===== config.mk =====
export PLATFORM = sky130hd
export DESIGN_NAME = siso_frame_deserializer_flat
export DESIGN_NICKNAME = d
export VERILOG_FILES = /design/src/rtl/siso_frame_pkg.sv /design/src/rtl/siso_frame_deserializer_if.sv /design/src/rtl/sipo_shift_reg.sv /design/src/rtl/siso_frame_deserializer.sv /design/src/flat_wrapper.sv
export SDC_FILE = /design/constraint.sdc
export NUM_CORES = 1
export LEC_CHECK = 0
export ABC_AREA = 1
export CAP_MARGIN = 20
export CORE_ASPECT_RATIO = 1.4
export CORE_MARGIN = 1.5
export CORE_UTILIZATION = 30
export CTS_BUF_LIST = sky130_fd_sc_hd__clkbuf_8
export CTS_CLUSTER_SIZE = 8
export DETAILED_ROUTE_END_ITERATION = 8
export PLACE_DENSITY = 0.54
export SLEW_MARGIN = 20
export SYNTH_ARGS = -nofsm -noshare
export SYNTH_HDL_FRONTEND = slang
export SYNTH_SLANG_ARGS = --single-unit
export TNS_END_PERCENT = 30

===== constraint.sdc =====
create_clock -name CLK -period 1.83 [get_ports CLK]
set_clock_uncertainty 0.15 [all_clocks]
set_input_delay 0.366 -clock CLK [delete_from_list [all_inputs] [get_ports CLK]]
set_output_delay 0.366 -clock CLK [all_outputs]
set_load 0.02 [all_outputs]

===== src/rtl/siso_frame_pkg.sv =====
// Shared types and default constants for the serial frame deserializer.
package siso_frame_pkg;
    typedef enum logic {HUNT, LOCK} state_t;

    localparam int         WIDTH_DEFAULT       = 8;
    localparam logic [7:0] SYNC_DEFAULT        = 8'hA5;
    localparam int         FRAME_WORDS_DEFAULT = 4;
endpackage


===== src/rtl/siso_frame_deserializer_if.sv =====
// Serial-in / word-out bundle between the shift stage, the deserializer and word logic.
interface siso_frame_deserializer_if #(parameter int WIDTH = 8);
    logic             I;
    logic             I_VALID;
    logic [WIDTH-1:0] O;
    logic             O_VALID;
    logic             SOF;
    logic             LOCKED;

    modport master (output I, I_VALID, input  O, O_VALID, SOF, LOCKED);
    modport slave  (input  I, I_VALID, output O, O_VALID, SOF, LOCKED);
endinterface


===== src/rtl/sipo_shift_reg.sv =====
// WIDTH-bit serial-in/parallel-out register, first-received bit ends in the MSB.
// qNext is the value the register takes on an enabled edge, so callers can act on it that edge.
module sipo_shift_reg #(
    parameter int WIDTH = 8
) (
    input  logic             CLK,
    input  logic             ASYNCRESET,
    input  logic             en,
    input  logic             din,
    output logic [WIDTH-1:0] qNext
);
    logic [WIDTH-1:0] q;

    assign qNext = {q[WIDTH-2:0], din};

    always_ff @(posedge CLK or posedge ASYNCRESET) begin
        if (ASYNCRESET)
            q <= '0;
        else if (en)
            q <= qNext;
    end
endmodule


===== src/rtl/siso_frame_deserializer.sv =====
// Hunts for SYNC in a serial stream, then emits FRAME_WORDS words of WIDTH bits, MSB first.
// Outputs are registered; a lost I_VALID pauses everything, it never aborts a frame.
module siso_frame_deserializer
    import siso_frame_pkg::*;
#(
    parameter int               WIDTH       = WIDTH_DEFAULT,
    parameter logic [WIDTH-1:0] SYNC        = WIDTH'(SYNC_DEFAULT),
    parameter int               FRAME_WORDS = FRAME_WORDS_DEFAULT
) (
    input logic                      CLK,
    input logic                      ASYNCRESET,
    siso_frame_deserializer_if.slave bus
);
    localparam int FILL_W = $clog2(WIDTH + 1);
    localparam int BIT_W  = $clog2(WIDTH);
    localparam int WORD_W = (FRAME_WORDS > 1) ? $clog2(FRAME_WORDS) : 1;

    localparam logic [FILL_W-1:0] FILL_MAX  = FILL_W'(WIDTH);
    localparam logic [BIT_W-1:0]  BIT_LAST  = BIT_W'(WIDTH - 1);
    localparam logic [WORD_W-1:0] WORD_LAST = WORD_W'(FRAME_WORDS - 1);

    state_t             state, stateN;
    logic [FILL_W-1:0]  fill, fillN, fillInc;
    logic [BIT_W-1:0]   bitCnt, bitCntN;
    logic [WORD_W-1:0]  wordCnt, wordCntN;
    logic [WIDTH-1:0]   srNext;
    logic [WIDTH-1:0]   oReg, oRegN;
    logic               oValid, oValidN;
    logic               sof, sofN;
    logic               locked;

    sipo_shift_reg #(.WIDTH(WIDTH)) uSr (
        .CLK        (CLK),
        .ASYNCRESET (ASYNCRESET),
        .en         (bus.I_VALID),
        .din        (bus.I),
        .qNext      (srNext)
    );

    always_comb begin
        stateN   = state;
        fillN    = fill;
        bitCntN  = bitCnt;
        wordCntN = wordCnt;
        oRegN    = oReg;
        oValidN  = 1'b0;
        sofN     = 1'b0;
        fillInc  = (fill == FILL_MAX) ? fill : fill + 1'b1;

        if (bus.I_VALID) begin
            unique case (state)
                HUNT: begin
                    fillN = fillInc;
                    // fill guards against matching stale bits left over from the previous frame
                    if (srNext == SYNC && fillInc >= FILL_MAX) begin
                        stateN   = LOCK;
                        bitCntN  = '0;
                        wordCntN = '0;
                    end
                end
                LOCK: begin
                    if (bitCnt == BIT_LAST) begin
                        oRegN   = srNext;
                        oValidN = 1'b1;
                        sofN    = (wordCnt == '0);
                        bitCntN = '0;
                        if (wordCnt == WORD_LAST) begin
                            stateN   = HUNT;
                            fillN    = '0;
                            wordCntN = '0;
                        end else begin
                            wordCntN = wordCnt + 1'b1;
                        end
                    end else begin
                        bitCntN = bitCnt + 1'b1;
                    end
                end
                default: stateN = HUNT;
            endcase
        end
    end

    always_ff @(posedge CLK or posedge ASYNCRESET) begin
        if (ASYNCRESET) begin
            state   <= HUNT;
            fill    <= '0;
            bitCnt  <= '0;
            wordCnt <= '0;
            oReg    <= '0;
            oValid  <= 1'b0;
            sof     <= 1'b0;
            locked  <= 1'b0;
        end else begin
            state   <= stateN;
            fill    <= fillN;
            bitCnt  <= bitCntN;
            wordCnt <= wordCntN;
            oReg    <= oRegN;
            oValid  <= oValidN;
            sof     <= sofN;
            locked  <= (stateN == LOCK);
        end
    end

    assign bus.O       = oReg;
    assign bus.O_VALID = oValid;
    assign bus.SOF     = sof;
    assign bus.LOCKED  = locked;
endmodule

===== src/flat_wrapper.sv =====
// flat-port wrapper written by rule: the top's interface ports become plain ports
module siso_frame_deserializer_flat import siso_frame_pkg::*;
#(
    parameter int               WIDTH       = WIDTH_DEFAULT,
    parameter logic [WIDTH-1:0] SYNC        = WIDTH'(SYNC_DEFAULT),
    parameter int               FRAME_WORDS = FRAME_WORDS_DEFAULT
)
  (CLK, ASYNCRESET, bus_I, bus_I_VALID, bus_O, bus_O_VALID, bus_SOF, bus_LOCKED);
  siso_frame_deserializer_if #(.WIDTH(WIDTH)) bus_i ();
  input logic CLK;
  input logic ASYNCRESET;
  input wire logic [$bits(bus_i.I)-1:0] bus_I;
  input wire logic [$bits(bus_i.I_VALID)-1:0] bus_I_VALID;
  output wire logic [$bits(bus_i.O)-1:0] bus_O;
  output wire logic [$bits(bus_i.O_VALID)-1:0] bus_O_VALID;
  output wire logic [$bits(bus_i.SOF)-1:0] bus_SOF;
  output wire logic [$bits(bus_i.LOCKED)-1:0] bus_LOCKED;
  assign bus_i.I = bus_I;
  assign bus_i.I_VALID = bus_I_VALID;
  assign bus_O = bus_i.O;
  assign bus_O_VALID = bus_i.O_VALID;
  assign bus_SOF = bus_i.SOF;
  assign bus_LOCKED = bus_i.LOCKED;
  siso_frame_deserializer #(.WIDTH(WIDTH), .SYNC(SYNC), .FRAME_WORDS(FRAME_WORDS)) u_core (.CLK(CLK), .ASYNCRESET(ASYNCRESET), .bus(bus_i));
endmodule

==> out/qor.yml <==
sta:
  relSlewSlack: 0.764
  period_share: 0.963
  tns_ns: 0
  layout_setup_ws_ns: 0.0686
  rsz0062_at_grt: "no"
  finalMaxSlewViolations: 0
  fin_crit_ns: 1.76
  finalHoldViolations: 0
  worst_pin_slew_ns: 0.355
  setup-violations-final: 0
  achievable-frequency_mhz: 568
final_layout:
  nFillCells: 407
  diodes: 0
  drive_gt1_frac: 0.185
  area_growth_syn_to_layout_pct: 22.6
  final_common_cell: "nand2_1"
  nets: 173
  final_cell_mix: "nand2_1, dfrtp_1, inv_1"
  final_util: 0.391
run_status:
  status: "completed"
yosys:
  ys_seq_elements: 27
  avgSynthCellArea_um2: 9.15
  syn_nets: 149
  ys_types: 20
  syn_inst: 139
  syn_area_um2: 1270
  yosysWarnings: 0
  ys_seq_area_frac: 0.531
route:
  drtIter0Drc: 24
  wl_per_cell_um: 11.4
  vias: 947
  wl_um: 2350
  viasPerCell: 4.62
  ant_nets: 0
  firstDrtPassIters: 4
  drc: 0
cts:
  cts_root_buf: "clkbuf_8"
  cts.sinks: 27
  clkTransAtPathRegs_ns: 0.10
  cts_buffer_depth: 2
  cts_buffers: 3
  clk_latency_ns: 0.27
  cts_tree: "done"
  ctsHoldBuffers: 0
  h-tree-depth: 1
floorplanning:
  die_h_um: 80.0
  num_rows: 27
  core-area_um2: 3990
  die-area_um2: 4640
  io_pins: 15
  start_util: 0.319
  dieWidth_um: 58.0
placement:
  pre_cts_slack_ns: -0.0115
  gp_congestion: 0.810
  post-dp-hpwl_um: 1690
  port_buffers: 14
critical_path:
  critPathMaxFanout: 2
  crit_path_top_delay_cell: "clkdlybuf4s50_1"
  cp-end-kind: "output port"
  crit_chain: "clkdlybuf4s50_1"
  critical_path_class: "register to output port"
  critPathTopFamily: "buffers and inverters"
  crit_path_start_kind: "register"
  worstPathRequired_ns: 1.31
  arrival_ns: 1.25
  cpPeakStageDelay_ns: 0.61
  worst-path-buf-inv: 1
global_route:
  grt_pass1_wl_um: 4410
  grt_pass1_vias: 1001
  top_usage_layer: "met2"
  grt_max_degree: 28
  grt_use_met1: 0.162
  antenna_found_initial: 0
  grtUsageMet3: 0.0146
  grt_overflow: 0
  globalRouteTotalUtil: 0.120
  grtUsageMet2: 0.192
power:
  p_per_area_nw_per_um2: 1230
  p_leak_uw: 0.000788
  ir_drop_mv: 0.624
hold_path:
  min_path_type: "primary input to asynchronous set/reset pin"
run:
  cap_viol_max_count: 0
## worst reg2reg max path, delay by kind of cell (launching register included)
kind	cells	cell delay, ns
AO/OA/AOI/OAI	2	0.17
AND/OR/NAND/NOR	3	0.35
buffers and inverters	1	0.08
flip-flops	1	0.41
adder cells (fa/ha/maj)	2	0.41
## state kept, by name, indices dropped and copies added, names as in the netlist
signal              flops
u_core.bus.O            8
u_core.uSr.q            7
u_core.fill             4
u_core.bitCnt           3
u_core.wordCnt          2
u_core.bus.O_VALID      1
u_core.bus.SOF          1
u_core.state            1
## through the flow
stage,instances,hold WS (ns),area [µm²],power (µW)
after detailed placement,201,0.316,1510,1600
after global routing,205,0.319,1560,2100
after floorplan,139,0.269,1270,1330
after global placement,201,0.315,1510,1580
final,205,0.297,1560,1920
after CTS,205,0.302,1560,1960
## worst paths after layout
kind,start,end,slack (ns),cells after the start
worst max-delay path,u_core.bus.O[5]$_DFFE_PP0P_,bus_O[5],0.07,1
worst min-delay path,ASYNCRESET,u_core.bus.O[2]$_DFFE_PP0P_,0.30,3
worst max register to register,u_core.bitCnt[0]$_DFFE_PP0P_,u_core.fill[2]$_DFFE_PP0P_,0.13,8
worst min register to register,u_core.bus.O[0]$_DFFE_PP0P_,u_core.bus.O[0]$_DFFE_PP0P_,0.34,2
max in group asynchronous,ASYNCRESET,u_core.bus.O[1]$_DFFE_PP0P_,0.97,3
min in group CLK,u_core.bus.O[0]$_DFFE_PP0P_,u_core.bus.O[0]$_DFFE_PP0P_,0.34,2
## cell usage after synthesis
cell,instances,area [µm²]
a21oi_1,2,10.0
nand2_1,29,109
o31ai_1,1,7.51
o211ai_1,1,7.51
nor2_2,1,6.26
dfrtp_1,27,676
nand3_1,9,45.0
inv_2,3,11.3
ha_1,6,75.1
o21ai_2,7,61.3
nand3_2,2,20.0
nand2_2,4,25.0
nand2_4,1,11.3
nor2_1,9,33.8
nand4_1,1,6.26
buf_6,2,22.5
clkbuf_1,1,3.75
inv_1,20,75.1
o21ai_0,12,60.1
o21ai_1,1,5.00
## final cells by class
class	instances	area, µm²	share of cell area
Tap cell	43	53.8	0.0345
Sequential cell	27	676	0.433
Multi-Input combinational cell	86	483	0.310
Clock inverter	1	7.51	0.00482
Inverter	23	86.3	0.0554
Timing Repair Buffer	22	211	0.136
Clock buffer	3	41.3	0.0265
## where the power goes
| group | switching, µW | internal, µW | total (µW) |
|---|---|---|---|
| sequential | 123 | 772 | 895 |
| clock | 190 | 155 | 344 |
| combinational | 373 | 311 | 684 |
| total | 686 | 1240 | 1920 |
## metal layers
layer / vias to the layer above / wire (µm) / share of wire
met4: 0 / 36 / 0.015
met2: 16 / 1120 / 0.48
met3: 4 / 56 / 0.024
met1: 445 / 1140 / 0.48
li1: 482 / - / -
met5: - / 0 / 0
## what timing repair did
action,in CTS,in global routing
resized for setup,1,0
endpoints found under the setup margin,1,0
buffers inserted,0,0
## kinds of logic (layout without fill, tap and decap cells)
kind of cell	count (synthesis)	after routing	synth area share
AO/OA/AOI/OAI	24	24	0.119
adder cells (fa/ha/maj)	6	6	0.0591
buffers and inverters	26	49	0.0886
flip-flops	27	27	0.531
AND/OR/NAND/NOR	56	56	0.202
Note: power is estimated with default switching activity, not from simulation.
